--- config.mk ---
export PLATFORM = sky130hd
export DESIGN_NAME = barcode_arbiter
export DESIGN_NICKNAME = d
export VERILOG_FILES = /design/src/rtl/barcode_arbiter.sv
export SDC_FILE = /design/constraint.sdc
export NUM_CORES = 1
export LEC_CHECK = 0
export ABC_CLOCK_PERIOD_IN_PS = 3800
export CORE_MARGIN = 5
export CORE_UTILIZATION = 40
export DETAILED_ROUTE_END_ITERATION = 8
export PLACE_DENSITY = 0.66
export SYNTH_ARGS = -nofsm -noshare
export SYNTH_HDL_FRONTEND = slang
export SYNTH_SLANG_ARGS = --single-unit
--- constraint.sdc ---
create_clock -name Clock -period 3.8 [get_ports Clock]
set_input_delay 0.76 -clock Clock [delete_from_list [all_inputs] [get_ports Clock]]
set_output_delay 0.76 -clock Clock [all_outputs]
set_load 0.05 [all_outputs]
--- src/rtl/barcode_arbiter.sv ---
// Round-robin arbiter for the shared number source; serialises the latched value as a timed bar stream.
// Grant to Done: 1 + BIT_CYCLES*(NUM_BITS+1) + GAP_CYCLES clocks; requests are sampled only in IDLE, never aborted.
module barcode_arbiter #(
  parameter int NUM_BITS   = 45,
  parameter int BIT_CYCLES = 4,
  parameter int GAP_CYCLES = 8
) (
  input  logic                Clock,
  input  logic                nReset,
  input  logic                ReqA,
  input  logic                ReqB,
  input  logic [NUM_BITS-1:0] StudentNumbers,
  output logic                ClientA,
  output logic                ClientB,
  output logic                GrantA,
  output logic                GrantB,
  output logic                BarOut,
  output logic                BarValid,
  output logic                Busy,
  output logic                DoneA,
  output logic                DoneB,
  output logic                ZeroFault
);

  localparam int MAXC = (BIT_CYCLES > GAP_CYCLES) ? BIT_CYCLES : GAP_CYCLES;
  localparam int CW   = (MAXC > 1) ? $clog2(MAXC) : 1;
  localparam int BW   = (NUM_BITS > 1) ? $clog2(NUM_BITS) : 1;

  localparam logic [CW-1:0] BIT_LOAD = CW'(BIT_CYCLES - 1);
  localparam logic [CW-1:0] GAP_LOAD = CW'(GAP_CYCLES - 1);
  localparam logic [BW-1:0] BIT_LAST = BW'(NUM_BITS - 1);

  typedef enum logic [2:0] {
    IDLE   = 3'd0,
    SELECT = 3'd1,
    START  = 3'd2,
    SHIFT  = 3'd3,
    GAP    = 3'd4
  } state_t;

  state_t              state, state_n;
  logic                last_a, last_a_n;
  logic [NUM_BITS-1:0] sreg, sreg_n, sreg_shl;
  logic [BW-1:0]       bitc, bitc_n;
  logic [CW-1:0]       cyc, cyc_n;
  logic                grant_a_n, grant_b_n, bar_n, valid_n;
  logic                done_a_n, done_b_n, zero_n;

  assign sreg_shl = sreg << 1;

  always_comb begin
    state_n   = state;
    last_a_n  = last_a;
    sreg_n    = sreg;
    bitc_n    = bitc;
    cyc_n     = cyc;
    grant_a_n = GrantA;
    grant_b_n = GrantB;
    bar_n     = 1'b0;
    valid_n   = 1'b0;
    done_a_n  = 1'b0;
    done_b_n  = 1'b0;
    zero_n    = 1'b0;
    case (state)
      IDLE: begin
        grant_a_n = 1'b0;
        grant_b_n = 1'b0;
        // last_a low means B was served last, so A wins a tie
        if (ReqA && (!ReqB || !last_a)) begin
          grant_a_n = 1'b1;
          last_a_n  = 1'b1;
          state_n   = SELECT;
        end else if (ReqB) begin
          grant_b_n = 1'b1;
          last_a_n  = 1'b0;
          state_n   = SELECT;
        end
      end
      SELECT: begin
        sreg_n = StudentNumbers;
        bitc_n = BIT_LAST;
        if (StudentNumbers != '0) begin
          state_n = START;
          cyc_n   = BIT_LOAD;
          bar_n   = 1'b1;
          valid_n = 1'b1;
        end else begin
          state_n = GAP;
          cyc_n   = GAP_LOAD;
          zero_n  = 1'b1;
        end
      end
      START: begin
        valid_n = 1'b1;
        if (cyc == '0) begin
          state_n = SHIFT;
          cyc_n   = BIT_LOAD;
          bar_n   = sreg[NUM_BITS-1];
        end else begin
          cyc_n = cyc - CW'(1);
          bar_n = 1'b1;
        end
      end
      SHIFT: begin
        if (cyc != '0) begin
          cyc_n   = cyc - CW'(1);
          bar_n   = sreg[NUM_BITS-1];
          valid_n = 1'b1;
        end else if (bitc != '0) begin
          sreg_n  = sreg_shl;
          bitc_n  = bitc - BW'(1);
          cyc_n   = BIT_LOAD;
          bar_n   = sreg_shl[NUM_BITS-1];
          valid_n = 1'b1;
        end else begin
          state_n = GAP;
          cyc_n   = GAP_LOAD;
        end
      end
      GAP: begin
        if (cyc != '0) begin
          cyc_n = cyc - CW'(1);
        end else begin
          state_n   = IDLE;
          done_a_n  = GrantA;
          done_b_n  = GrantB;
          grant_a_n = 1'b0;
          grant_b_n = 1'b0;
        end
      end
      default: state_n = IDLE;
    endcase
  end

  always_ff @(posedge Clock or negedge nReset) begin
    if (!nReset) begin
      state     <= IDLE;
      last_a    <= 1'b0;
      sreg      <= '0;
      bitc      <= '0;
      cyc       <= '0;
      ClientA   <= 1'b0;
      ClientB   <= 1'b0;
      GrantA    <= 1'b0;
      GrantB    <= 1'b0;
      BarOut    <= 1'b0;
      BarValid  <= 1'b0;
      Busy      <= 1'b0;
      DoneA     <= 1'b0;
      DoneB     <= 1'b0;
      ZeroFault <= 1'b0;
    end else begin
      state     <= state_n;
      last_a    <= last_a_n;
      sreg      <= sreg_n;
      bitc      <= bitc_n;
      cyc       <= cyc_n;
      ClientA   <= grant_a_n;
      ClientB   <= grant_b_n;
      GrantA    <= grant_a_n;
      GrantB    <= grant_b_n;
      BarOut    <= bar_n;
      BarValid  <= valid_n;
      Busy      <= (state_n != IDLE);
      DoneA     <= done_a_n;
      DoneB     <= done_b_n;
      ZeroFault <= zero_n;
    end
  end

endmodule

==> out/results.md <==
• **run status** completed
• **number of standard cells after synthesis** 342
• **layout net count** 446
• **worst hold-check path type** in2async
• **setup TNS after final layout** 0 ns
• **number of unique standard cell types used by synthesis** 40
• **width of the die** 101 um
• **number of standard-cell rows in the floorplan** 33
• **total leakage power** 0.00181 uW
• **final worst path period share** 67.9%
• **Skew-Pair Late Insertion Delay** 0.35 ns
• **global-route total usage across every layer** 15.3%
• **total wirelength of the detailed-routed design** 7300 um
• **P per Cell Area** 804 nW/um2
• **area added between synthesis and finish** 25.9%
• **count of maximum capacitance violations** 0
• **HPWL after detailed placement** 5200 um
• **top cells by area, synth** dfrtp_1, mux2i_1, o21ai_0
• **initial antenna violation count** 0
• **Post-CTS Repair Setup Buffers** 0
• **total number of vias** 2659
• **number of storage elements in the synthesis netlist** 66
• **clock-pin slew on the worst setup and hold paths** 0.07 ns
• **cell with the biggest individual delay on the critical path** a221o_2
• **CP Max Fanout** 49
• **fraction of post-synthesis cell area in the top cell type by area** 49.8%
• **Max-Slew Margin vs Limit** 48.9%
• **critical path capture point type** flop
• **DR pass1 iterations** 4
• **clock buffer count from CTS** 9
• **Die Outline Area** 10200 um2
• **number of warnings reported in the yosys synthesis log** 0
• **drt wl/cell** 14.5 um
• **upper clock frequency limit** 388 MHz
• **drc violations** 0
• **Worst Path Class, Setup** reg2reg
• **most frequently used cell type in the post-synthesis netlist** dfrtp_1
• **root cell of the clock tree** clkbuf_8
• **kind of start point of the critical path** flop
• **Critical Path Stages** 6
• **Clock Tree Buf Depth** 2
• **shortest clock period the worst path allows after layout** 2.58 ns
• **total overflow reported by the global router** 0
• **register-to-register path setup slack** 1.22 ns
• **list of cells traversed by the critical path** inv_1 -> ha_1 -> nand2b_1 -> a221o_2 -> buf_4 -> o21ai_0
• **Critical path buffers and inverters** 2
• **number of cells on the worst reg-to-reg path** 6
• **Std-Cell Core Area** 8130 um2
• **cell area after technology mapping** 3320 um2
• **Iter 0 DRT Violations** 103
• **overall power after layout** 3360 uW
• **antenna cell count** 0
• **cell type with the highest aggregate area in the netlist** dfrtp_1
• **Worst-Margin Slew** 0.764 ns
• **Hold-fix buffers, CTS** 0
• **number of global-route vias before repair** 2658
• **worst path required time** 4.01 ns
• **final number of hold-violating endpoints** 0
• **top-level port count** 59
• **worst endpoint data arrival time** 2.79 ns
• **Net Count, Synth** 395
• **ratio of routed vias to standard cells** 5.29
• **unrepaired setup endpoints after global routing** false
• **post-layout utilization of the core** 51.3%
• **initial core utilization** 40.8%
• **part of the Yosys area used for sequential elements** 49.8%
• **clock tree from TritonCTS** built
• **wire length of the first global-routing pass** 12500 um
• **worst setup skew after layout** 0.00774 ns
• **commonest cells in the netlist** dfrtp_1, o21ai_0, nand2_1
• **Clock Sink Count** 66
• **number of input and output port buffers inserted** 58
• **CTS H-tree lvls** 3
• **Syn Area/Cell** 9.70 um2
• **remaining number of nets flagged by the antenna check after routing** 0
• **share of cells above drive strength 1** 6.03%
• **Max Transition Viols Final** 0
• **number of resized instances in the post-cts repair step** 0
• **number of enable-type register cells in the synthesized netlist** 0
• **highest ir drop seen on vdd** 0.310 mV
• **primary flip-flop cell chosen by synthesis mapping** dfrtp_1
• **maximum number of pins on one net before global-route repair** 50
• **number of failing setup endpoints in the final timing report** 0
• **gate family responsible for the most delay along the worst path** compound AO/OA/AOI/OAI gates
• **Routability Congestion** 0.780
• **slowest cell delay on critical path** 0.75 ns
• **fraction of registers with async set or reset after synthesis** 100%
• **Die Height** 101 um
layout make-up:
type,instances,area (um2)
Fill cell,735,3960
Sequential cell,66,1650
Multi-Input combinational cell,245,1520
Timing Repair Buffer,62,618
Clock buffer,11,141
Tap cell,105,131
Clock inverter,5,77.6
Inverter,9,33.8
stage by stage:
step	setup WS (ns)	instances	hold WS [ns]	cell area, um2
after global placement	1.24	487	0.461	3960
final	1.22	503	0.418	4180
after CTS	1.24	503	0.439	4180
after floorplan	2.03	342	0.449	3320
after detailed placement	1.21	487	0.469	3960
after global routing	0.971	503	0.450	4180
registers in the layout (all words and copies together) (netlist names):
name / cells
sreg: 45
bitc: 6
cyc: 3
state: 3
BarOut: 1
BarValid: 1
Busy: 1
DoneA: 1
DoneB: 1
GrantA: 1
GrantB: 1
ZeroFault: 1
last_a: 1
per-layer routing:
metal | GRT usage, % | share of wire, % | vias up
li1 | - | - | 1331
met1 | 19.6 | 45 | 1266
met2 | 24.7 | 50 | 55
met3 | 5.54 | 4.4 | 7
met4 | 3.07 | 0.77 | 0
met5 | 0 | 0 | -
power by group:
part / switching (uW) / leakage [uW] / total (uW) / internal, uW
combinational: 828 / 0.000896 / 1450 / 626
sequential: 231 / 0.000804 / 1250 / 1020
clock: 268 / 0.000109 / 653 / 385
final timing paths:
path | startpoint | endpoint
max | cyc[0]$_DFFE_PN0P_ | sreg[44]$_DFFE_PN0P_
min | nReset | cyc[1]$_DFFE_PN0P_
min reg2reg | sreg[33]$_DFFE_PN0P_ | sreg[33]$_DFFE_PN0P_
max reg2reg | cyc[0]$_DFFE_PN0P_ | sreg[44]$_DFFE_PN0P_
min in group Clock | sreg[33]$_DFFE_PN0P_ | sreg[33]$_DFFE_PN0P_
max in group asynchronous | nReset | sreg[12]$_DFFE_PN0P_
kinds of logic after synthesis:
logic type | count (synthesis) | synth area share (%)
multiplexers | 46 | 13.9
adder cells (fa/ha/maj) | 4 | 1.51
AND/OR/NAND/NOR | 111 | 15.9
flip-flops | 66 | 49.8
buffers and inverters | 31 | 4.45
AO/OA/AOI/OAI | 84 | 14.5
placed cells by master, fill, tap and decap left out, drive strengths merged, types with 2 or more instances in the layout:
cell type / n
a21oi: 6
a2111oi: 2
mux2i: 46
nor2: 11
a31oi: 4
a221oi: 2
nand4: 3
bufinv: 2
o21ai: 56
nand2b: 3
clkbuf: 11
nand2: 55
ha: 4
and2: 3
nor2b: 2
clkinv: 2
nor3b: 2
nand3: 8
or3: 2
clkdlybuf4s50: 57
o22ai: 5
inv: 9
nor4: 13
nor3: 6
buf: 5
dfrtp: 66
Power figures use the tool's default switching activity.
